## src/rtl/muldiv_pkg.sv

```systemverilog
// Shared types and helpers for the RV32M multiply/divide unit.
package muldiv_pkg;

  // funct3 encoding of the M-extension ops.
  typedef enum logic [2:0] {
    MD_MUL    = 3'b000,
    MD_MULH   = 3'b001,
    MD_MULHSU = 3'b010,
    MD_MULHU  = 3'b011,
    MD_DIV    = 3'b100,
    MD_DIVU   = 3'b101,
    MD_REM    = 3'b110,
    MD_REMU   = 3'b111
  } md_op_e;

  // Control FSM states of the unit.
  typedef enum logic [2:0] {
    ST_IDLE     = 3'd0,
    ST_MUL_WAIT = 3'd1,
    ST_DIV_RUN  = 3'd2,
    ST_DIV_FIX  = 3'd3,
    ST_DONE     = 3'd4
  } md_state_e;

  // Working width of the helpers; callers cast their XLEN values in and out.
  localparam int MD_MAX_W = 64;
  typedef logic [MD_MAX_W-1:0] md_word_t;

  // Two's-complement negate when neg is set. Used both for taking the
  // magnitude of a negative operand and for re-applying a sign.
  function automatic md_word_t abs_val(input md_word_t v, input logic neg);
    return neg ? (~v + md_word_t'(1)) : v;
  endfunction

  // rs1 is interpreted as signed for this op.
  function automatic logic is_signed_op(input md_op_e op);
    return (op == MD_MULH) || (op == MD_MULHSU) || (op == MD_DIV) || (op == MD_REM);
  endfunction

  // rs2 is interpreted as signed for this op (mulhsu keeps rs2 unsigned).
  function automatic logic op2_is_signed(input md_op_e op);
    return (op == MD_MULH) || (op == MD_DIV) || (op == MD_REM);
  endfunction

endpackage

```

## src/rtl/muldiv_if.sv

```systemverilog
// Request/response bundle between the execute stage and muldiv_unit.
//
// Handshake: a request transfers on a rising edge where in_valid && in_ready
// (and kill is low). in_ready is high only while the unit is idle; the
// requester holds in_valid and its payload until it transfers, and requests
// seen while busy are simply ignored. out_valid is a one-cycle pulse with no
// back-pressure; result/tag_out stay stable until the next pulse.
interface muldiv_if #(
  parameter int XLEN  = 32,
  parameter int TAG_W = 5
);
  logic             in_valid;
  logic             in_ready;
  logic [2:0]       op;
  logic [XLEN-1:0]  op1;
  logic [XLEN-1:0]  op2;
  logic [TAG_W-1:0] tag_in;
  logic             kill;
  logic             out_valid;
  logic [XLEN-1:0]  result;
  logic [TAG_W-1:0] tag_out;

  // Pipeline side issuing operations.
  modport master (
    output in_valid, op, op1, op2, tag_in, kill,
    input  in_ready, out_valid, result, tag_out
  );

  // Unit side.
  modport slave (
    input  in_valid, op, op1, op2, tag_in, kill,
    output in_ready, out_valid, result, tag_out
  );
endinterface

```

## src/rtl/muldiv_divider_core.sv

```systemverilog
// Iterative restoring divider on unsigned magnitudes: one quotient bit per
// cycle, XLEN cycles after start. The quotient is shifted into the dividend
// register as dividend bits are consumed.
module muldiv_divider_core
  import muldiv_pkg::*;
#(
  parameter int XLEN = 32
) (
  input  logic            clk,
  input  logic            rst,
  input  logic            start_i,
  input  logic            abort_i,
  input  logic [XLEN-1:0] dividend_i,
  input  logic [XLEN-1:0] divisor_i,
  output logic [XLEN-1:0] quotient_o,
  output logic [XLEN-1:0] remainder_o,
  output logic            done_o
);
  localparam int CNT_W = $clog2(XLEN);

  logic [XLEN-1:0]  dvd_q;
  logic [XLEN-1:0]  dsr_q;
  logic [XLEN-1:0]  rem_q;
  logic [CNT_W-1:0] cnt_q;
  logic             busy_q;

  logic [XLEN:0]    rem_shift;
  logic [XLEN:0]    trial;

  // Next partial remainder candidate and trial subtraction.
  assign rem_shift = {rem_q, dvd_q[XLEN-1]};
  assign trial     = rem_shift - {1'b0, dsr_q};

  // Load on start, then one restoring step per cycle until the count runs out.
  always_ff @(posedge clk) begin
    if (rst || abort_i) begin
      busy_q <= 1'b0;
      cnt_q  <= '0;
      dvd_q  <= '0;
      dsr_q  <= '0;
      rem_q  <= '0;
    end else if (start_i) begin
      dvd_q  <= dividend_i;
      dsr_q  <= divisor_i;
      rem_q  <= '0;
      cnt_q  <= CNT_W'(XLEN - 1);
      busy_q <= 1'b1;
    end else if (busy_q) begin
      if (!trial[XLEN]) begin
        rem_q <= trial[XLEN-1:0];
      end else begin
        rem_q <= rem_shift[XLEN-1:0];
      end
      dvd_q <= {dvd_q[XLEN-2:0], ~trial[XLEN]};
      cnt_q <= cnt_q - CNT_W'(1);
      if (cnt_q == '0) begin
        busy_q <= 1'b0;
      end
    end
  end

  // done_o marks the cycle whose closing edge performs the last step.
  assign done_o      = busy_q && (cnt_q == '0);
  assign quotient_o  = dvd_q;
  assign remainder_o = rem_q;

endmodule

```

## src/rtl/muldiv_unit.sv

```systemverilog
// Multi-cycle RV32M multiply/divide unit. Owns the control FSM, divide
// special-case detection, the multiplier delay line and the final sign fix;
// the iterative divide datapath lives in muldiv_divider_core.
module muldiv_unit
  import muldiv_pkg::*;
#(
  parameter int XLEN    = 32,
  parameter int MUL_LAT = 2,
  parameter int TAG_W   = 5
) (
  input  logic      clk,
  input  logic      rst,
  muldiv_if.slave   bus,
  output md_state_e state_o
);
  localparam int              CNT_W = $clog2(MUL_LAT + 1);
  localparam logic [XLEN-1:0] XMIN  = {1'b1, {(XLEN-1){1'b0}}};

  // FSM and registered outputs.
  md_state_e        state_q;
  logic             in_ready_q;
  logic             out_valid_q;
  logic [XLEN-1:0]  result_q;
  logic [TAG_W-1:0] tag_out_q;
  logic [CNT_W-1:0] mul_cnt_q;

  // Per-op context captured at accept.
  logic [TAG_W-1:0] tag_q;
  logic             quo_neg_q;
  logic             rem_neg_q;
  logic             rem_sel_q;

  // Request decode.
  md_op_e          op_in;
  logic            accept;
  logic            op1_neg;
  logic            op2_neg;
  logic            div_zero;
  logic            div_ovf;
  logic            div_special;
  logic [XLEN-1:0] special_res;

  assign op_in   = md_op_e'(bus.op);
  assign accept  = bus.in_valid && in_ready_q && !bus.kill;
  assign op1_neg = is_signed_op(op_in) && bus.op1[XLEN-1];
  assign op2_neg = op2_is_signed(op_in) && bus.op2[XLEN-1];

  // Divide corner cases are resolved at accept and skip the divider.
  assign div_zero    = (bus.op2 == '0);
  assign div_ovf     = !bus.op[0] && (bus.op1 == XMIN) && (bus.op2 == '1);
  assign div_special = bus.op[2] && (div_zero || div_ovf);

  // Architectural result for the divide corner cases.
  always_comb begin
    special_res = '1;
    if (div_zero) begin
      special_res = bus.op[1] ? bus.op1 : '1;
    end else if (div_ovf) begin
      special_res = bus.op[1] ? '0 : XMIN;
    end
  end

  // Multiplier: extend each operand per op signedness to 2*XLEN bits; the
  // product modulo 2^(2*XLEN) then holds the correct high and low halves.
  logic [2*XLEN-1:0] mul_a;
  logic [2*XLEN-1:0] mul_b;
  logic [2*XLEN-1:0] mul_prod;
  logic [XLEN-1:0]   mul_sel;
  logic [XLEN-1:0]   mul_pipe_q [MUL_LAT];

  assign mul_a    = {{XLEN{op1_neg}}, bus.op1};
  assign mul_b    = {{XLEN{op2_neg}}, bus.op2};
  assign mul_prod = mul_a * mul_b;
  assign mul_sel  = (bus.op[1:0] == 2'b00) ? mul_prod[XLEN-1:0]
                                           : mul_prod[2*XLEN-1:XLEN];

  // Delay line giving the product MUL_LAT cycles to settle; stage 0 is the
  // product of the accepted request, last stage is read on entry to DONE.
  always_ff @(posedge clk) begin
    mul_pipe_q[0] <= mul_sel;
    for (int i = 1; i < MUL_LAT; i++) begin
      mul_pipe_q[i] <= mul_pipe_q[i-1];
    end
  end

  // Divider runs on magnitudes; signs are re-applied in DIV_FIX.
  logic            div_start;
  logic [XLEN-1:0] div_dividend;
  logic [XLEN-1:0] div_divisor;
  logic [XLEN-1:0] div_quo;
  logic [XLEN-1:0] div_rem;
  logic            div_done;

  assign div_start    = accept && bus.op[2] && !div_special;
  assign div_dividend = XLEN'(abs_val(md_word_t'(bus.op1), op1_neg));
  assign div_divisor  = XLEN'(abs_val(md_word_t'(bus.op2), op2_neg));

  muldiv_divider_core #(
    .XLEN (XLEN)
  ) u_div (
    .clk         (clk),
    .rst         (rst),
    .start_i     (div_start),
    .abort_i     (bus.kill),
    .dividend_i  (div_dividend),
    .divisor_i   (div_divisor),
    .quotient_o  (div_quo),
    .remainder_o (div_rem),
    .done_o      (div_done)
  );

  // Signed fix-up: quotient negated when operand signs differ, remainder
  // follows the dividend's sign.
  logic [XLEN-1:0] quo_fixed;
  logic [XLEN-1:0] rem_fixed;

  assign quo_fixed = XLEN'(abs_val(md_word_t'(div_quo), quo_neg_q));
  assign rem_fixed = XLEN'(abs_val(md_word_t'(div_rem), rem_neg_q));

  // Capture per-op context when a request is accepted.
  always_ff @(posedge clk) begin
    if (rst) begin
      tag_q     <= '0;
      quo_neg_q <= 1'b0;
      rem_neg_q <= 1'b0;
      rem_sel_q <= 1'b0;
    end else if (accept) begin
      tag_q     <= bus.tag_in;
      quo_neg_q <= op1_neg ^ op2_neg;
      rem_neg_q <= op1_neg;
      rem_sel_q <= bus.op[1];
    end
  end

  // Control FSM with registered handshake and result outputs.
  always_ff @(posedge clk) begin
    if (rst) begin
      state_q     <= ST_IDLE;
      in_ready_q  <= 1'b1;
      out_valid_q <= 1'b0;
      result_q    <= '0;
      tag_out_q   <= '0;
      mul_cnt_q   <= '0;
    end else if (bus.kill && (state_q != ST_IDLE)) begin
      // Abort: back to idle without a result; result/tag_out keep old values.
      state_q     <= ST_IDLE;
      in_ready_q  <= 1'b1;
      out_valid_q <= 1'b0;
    end else begin
      out_valid_q <= 1'b0;
      case (state_q)
        ST_IDLE: begin
          if (accept) begin
            in_ready_q <= 1'b0;
            if (!bus.op[2]) begin
              state_q   <= ST_MUL_WAIT;
              mul_cnt_q <= CNT_W'(MUL_LAT - 1);
            end else if (div_special) begin
              state_q     <= ST_DONE;
              out_valid_q <= 1'b1;
              result_q    <= special_res;
              tag_out_q   <= bus.tag_in;
            end else begin
              state_q <= ST_DIV_RUN;
            end
          end
        end
        ST_MUL_WAIT: begin
          if (mul_cnt_q == '0) begin
            state_q     <= ST_DONE;
            out_valid_q <= 1'b1;
            result_q    <= mul_pipe_q[MUL_LAT-1];
            tag_out_q   <= tag_q;
          end else begin
            mul_cnt_q <= mul_cnt_q - CNT_W'(1);
          end
        end
        ST_DIV_RUN: begin
          if (div_done) begin
            state_q <= ST_DIV_FIX;
          end
        end
        ST_DIV_FIX: begin
          state_q     <= ST_DONE;
          out_valid_q <= 1'b1;
          result_q    <= rem_sel_q ? rem_fixed : quo_fixed;
          tag_out_q   <= tag_q;
        end
        ST_DONE: begin
          state_q    <= ST_IDLE;
          in_ready_q <= 1'b1;
        end
        default: begin
          state_q    <= ST_IDLE;
          in_ready_q <= 1'b1;
        end
      endcase
    end
  end

  assign bus.in_ready  = in_ready_q;
  assign bus.out_valid = out_valid_q;
  assign bus.result    = result_q;
  assign bus.tag_out   = tag_out_q;
  assign state_o       = state_q;

endmodule

```

## src/flat_wrapper.sv

```systemverilog
// flat-port wrapper written by rule: the top's interface ports become plain ports
module muldiv_unit_flat import muldiv_pkg::*;
#(
  parameter int XLEN    = 32,
  parameter int MUL_LAT = 2,
  parameter int TAG_W   = 5
)
  (clk, rst, state_o, bus_in_valid, bus_op, bus_op1, bus_op2, bus_tag_in, bus_kill, bus_in_ready, bus_out_valid, bus_result, bus_tag_out);
  muldiv_if #(.XLEN(XLEN), .TAG_W(TAG_W)) bus_i ();
  input  logic clk;
  input  logic rst;
  output md_state_e state_o;
  input wire logic [$bits(bus_i.in_valid)-1:0] bus_in_valid;
  input wire logic [$bits(bus_i.op)-1:0] bus_op;
  input wire logic [$bits(bus_i.op1)-1:0] bus_op1;
  input wire logic [$bits(bus_i.op2)-1:0] bus_op2;
  input wire logic [$bits(bus_i.tag_in)-1:0] bus_tag_in;
  input wire logic [$bits(bus_i.kill)-1:0] bus_kill;
  output wire logic [$bits(bus_i.in_ready)-1:0] bus_in_ready;
  output wire logic [$bits(bus_i.out_valid)-1:0] bus_out_valid;
  output wire logic [$bits(bus_i.result)-1:0] bus_result;
  output wire logic [$bits(bus_i.tag_out)-1:0] bus_tag_out;
  assign bus_i.in_valid = bus_in_valid;
  assign bus_i.op = bus_op;
  assign bus_i.op1 = bus_op1;
  assign bus_i.op2 = bus_op2;
  assign bus_i.tag_in = bus_tag_in;
  assign bus_i.kill = bus_kill;
  assign bus_in_ready = bus_i.in_ready;
  assign bus_out_valid = bus_i.out_valid;
  assign bus_result = bus_i.result;
  assign bus_tag_out = bus_i.tag_out;
  muldiv_unit #(.XLEN(XLEN), .MUL_LAT(MUL_LAT), .TAG_W(TAG_W)) u_core (.clk(clk), .rst(rst), .bus(bus_i), .state_o(state_o));
endmodule
```

## config.mk

```make
export PLATFORM = sky130hd
export DESIGN_NAME = muldiv_unit_flat
export DESIGN_NICKNAME = d
export VERILOG_FILES = /design/src/rtl/muldiv_pkg.sv /design/src/rtl/muldiv_if.sv /design/src/rtl/muldiv_divider_core.sv /design/src/rtl/muldiv_unit.sv /design/src/flat_wrapper.sv
export SDC_FILE = /design/constraint.sdc
export NUM_CORES = 2
export LEC_CHECK = 0
export CORE_ASPECT_RATIO = 0.5
export CORE_MARGIN = 1
export CORE_UTILIZATION = 55
export DETAILED_ROUTE_END_ITERATION = 12
export GPL_ROUTABILITY_DRIVEN = 0
export PLACE_DENSITY = 0.74
export REMOVE_ABC_BUFFERS = 1
export SLEW_MARGIN = 25
export SYNTH_ARGS = -nofsm -noshare
export SYNTH_HDL_FRONTEND = slang
export SYNTH_SLANG_ARGS = --single-unit
```

## constraint.sdc

```tcl
create_clock -name clk -period 20.8 [get_ports clk]
set_input_delay 5.2 -clock clk [delete_from_list [all_inputs] [get_ports clk]]
set_output_delay 5.2 -clock clk [all_outputs]
set_load 0.05 [all_outputs]
```

==> flow_summary.json <==
{
  "status": "finished, final reports clean",
  "period_minus_slack_ns": 14.62,
  "wl_per_cell_um": 22.9,
  "gr-total-overflow": 0,
  "ys_warn_count": 0,
  "hold_viol": 0,
  "drt_iter0_drc": 4479,
  "ys.flop_type": "dfxtp_1",
  "cts-hold-fix-buffers": 0,
  "syn_area_um2": 51200,
  "dpl-instance-area_um2": 52900,
  "rrSetupSlack_ns": 16.10,
  "clockRootBuffer": "clkbuf_16",
  "crit_path_start_kind": "input pin",
  "syn2layout_area_growth_pct": 4.95,
  "ios": 118,
  "wirelength_um": 162000,
  "clock_latency_ns": 0.57,
  "cp_data_required_time_ns": 21.21,
  "die_area_um2": 94500,
  "endpoint_kind": "register",
  "regToRegEndpoint": "u_core.u_div.remainder_o[20]$_SDFFE_PP0P_",
  "critPathCapture": "u_core.mul_pipe_q[0][31]$_DFF_P_",
  "antenna_left": 0,
  "ys_async_sr_fraction_pct": 0,
  "ys_ff_latch": 218,
  "synth_edf_count": 0,
  "finalSetupTns_ns": 0,
  "path_clk_slew_ns": 0.06,
  "ctsLongestPathBuffers": 3,
  "nets": 7236,
  "crit_fanout": 49,
  "synth_cells": 5942,
  "drive_gt1_share_pct": 3.90,
  "stdcell_area_um2": 53800,
  "numCtsBuffers": 25,
  "min_period_over_period_pct": 70.3,
  "row_count": 78,
  "critPathArrivalTime_ns": 15.03,
  "grt_pass1_wl_um": 251000,
  "tightest_slew_ns": 1.26,
  "yosysSeqAreaShare_pct": 8.52,
  "rsz0062_at_grt": "no",
  "post_cts_resized": 0,
  "yosys-top-cells-area": "fa_1 (44%), inv_1 (9.0%), dfxtp_1 (8.5%)",
  "cts_tree": "yes",
  "slowest_delay_ns": 0.71,
  "use_met1_pct": 44.9,
  "die_w_um": 434,
  "startpoint": "bus_op[2]",
  "cts_setup_buffers": 0,
  "reg2reg_from": "u_core.u_div.quotient_o[31]$_SDFFE_PP0P_",
  "drt_pass1_iterations": 8,
  "cts.sinks": 218,
  "slowest_stage": "clkdlybuf4s50_1",
  "grt_pass1_vias": 43439,
  "yosys.area.top_type": "fa_1",
  "grt_usage_pct": 35.1,
  "netlist.area_leader.share_pct": 44.0,
  "htreeDepth": 1,
  "place_hpwl_um": 117000,
  "drc_errors": 0,
  "finalSetupViolCount": 0,
  "initial_core_util_pct": 56.0,
  "max_freq_mhz": 68.4,
  "antenna_found_initial": 7,
  "die_h_um": 218,
  "top_usage_layer": "met2",
  "met3_usage_pct": 10.6,
  "slew_headroom_pct": 15.4,
  "maxCapViolations": 0,
  "slew_violations": 0,
  "worstSetupPathType": "input pin to register",
  "grt_use_met2_pct": 54.4,
  "viasPerCell": 5.93,
  "grt_start_max_net_pins": 103,
  "hold_path.class": "register to register",
  "cpMostUsedCell": "fa_1",
  "syn_area_per_cell_um2": 8.62,
  "port_buffers": 117,
  "core-area_um2": 91400,
  "fin_util_pct": 58.8,
  "num_vias": 41760,
  "yosysUniqueCellTypes": 76,
  "finalClockSkew_ns": 0.0246,
  "reg2regPathDepth": 15
}
## synth_stat cells (32+ instances only)
cell type / count
inv_1: 1230
fa_1: 1126
nand2_1: 931
and2_1: 307
clkbuf_1: 287
nor2_1: 258
ha_1: 252
dfxtp_1: 218
a21oi_1: 213
o21ai_0: 152
xnor2_1: 152
a211oi_1: 82
buf_1: 77
xor2_1: 70
mux2i_1: 61
a21o_1: 46
nor3_1: 38
o31ai_1: 35
nand3_1: 32
## flip-flops by register name, indices dropped and copies added (netlist names)
signal / flops
u_core.bus.in_ready: 1
u_core.bus.out_valid: 1
u_core.bus.result: 32
u_core.bus.tag_out: 5
u_core.mul_cnt_q: 2
u_core.mul_pipe_q: 64
u_core.quo_neg_q: 1
u_core.rem_neg_q: 1
u_core.rem_sel_q: 1
u_core.state_o: 3
u_core.tag_q: 5
u_core.u_div.busy_q: 1
u_core.u_div.cnt_q: 5
u_core.u_div.dsr_q: 32
u_core.u_div.quotient_o: 32
u_core.u_div.remainder_o: 32
## stage by stage
step	hold slack (ns)	std cells	setup slack [ns]
after CTS	0.321	7041	5.97
final	0.326	7046	6.18
after global routing	0.333	7042	5.71
after floorplan	0.310	5560	7.05
after global placement	0.312	6995	5.66
after detailed placement	0.312	6995	5.43
## layout make-up
type                       count  area, um^2
antenna                        5        12.5
fill                        7958       37700
sequential                   218        4370
tap                         1240        1550
timing repair buffer         195        1530
multi-input combinational   4112       40800
clock buffer                  33         726
clock inverter                13         151
inverter                    1230        4620
## worst min path at each step
| stage | cells past startpoint | endpoint | from |
|---|---|---|---|
| 4_1_cts | 0 | u_core.mul_pipe_q[0][50]$_DFF_P_ | u_core.mul_pipe_q[0][18]$_DFF_P_ |
| 5_1_grt | 0 | u_core.mul_pipe_q[0][39]$_DFF_P_ | u_core.mul_pipe_q[0][7]$_DFF_P_ |
| 3_5_place_dp | 0 | u_core.mul_pipe_q[0][35]$_DFF_P_ | u_core.mul_pipe_q[0][3]$_DFF_P_ |
| 6_report | 0 | u_core.mul_pipe_q[0][35]$_DFF_P_ | u_core.mul_pipe_q[0][3]$_DFF_P_ |
| 3_3_place_gp | 0 | u_core.mul_pipe_q[0][42]$_DFF_P_ | u_core.mul_pipe_q[0][10]$_DFF_P_ |
| 2_1_floorplan | 0 | u_core.mul_pipe_q[0][32]$_DFF_P_ | u_core.mul_pipe_q[0][0]$_DFF_P_ |
## critical path: cells and delay by family
| family | cells | cell delay, ns |
|---|---|---|
| fa+ha+maj | 9 | 4.63 |
| buf+inv | 8 | 2.19 |
| compound gates | 5 | 1.30 |
| simple gates | 5 | 1.34 |
| xor+xnor | 2 | 0.32 |
## metal layers
metal  part of all wire (%)  routed length, um
met5                  0.039                 63
met1                     37              59600
met2                     44              70500
met4                    6.4              10300
met3                     13              21100
## cells in the final DEF, fill, tap and decap left out, types with 23 or more instances in the layout
| master | instances |
|---|---|
| or3_1 | 30 |
| clkdlybuf4s50_1 | 69 |
| o21ai_0 | 152 |
| buf_4 | 81 |
| a21o_1 | 46 |
| o31ai_1 | 35 |
| nand2_1 | 931 |
| buf_2 | 44 |
| fa_1 | 1125 |
| a21oi_1 | 213 |
| and3_1 | 23 |
| xor2_1 | 70 |
| nand2b_1 | 24 |
| nor3_1 | 38 |
| inv_1 | 1230 |
| xnor2_1 | 152 |
| nand3_1 | 31 |
| and2_1 | 306 |
| nor2_1 | 256 |
| o211ai_1 | 28 |
| dfxtp_1 | 214 |
| mux2i_1 | 61 |
| clkbuf_16 | 25 |
| a211oi_1 | 82 |
| ha_1 | 252 |
## kinds of logic (layout without fill, tap and decap cells)
kind of cell / after synthesis / in the layout / share of synthesized area [%]
AO/OA/AOI/OAI: 701 / 701 / 8.75
AND/OR/NAND/NOR: 1746 / 1746 / 15.6
other: 0 / 5 / 0
flip-flops: 218 / 218 / 8.52
XOR/XNOR: 222 / 222 / 3.79
adder cells (fa/ha/maj): 1378 / 1378 / 50.1
multiplexers: 65 / 65 / 1.28
buffers and inverters: 1612 / 1471 / 11.9
Power is left out: the tool's default activity adds up to more than one toggle a clock period on the data nets, which glitch-free logic cannot reach.
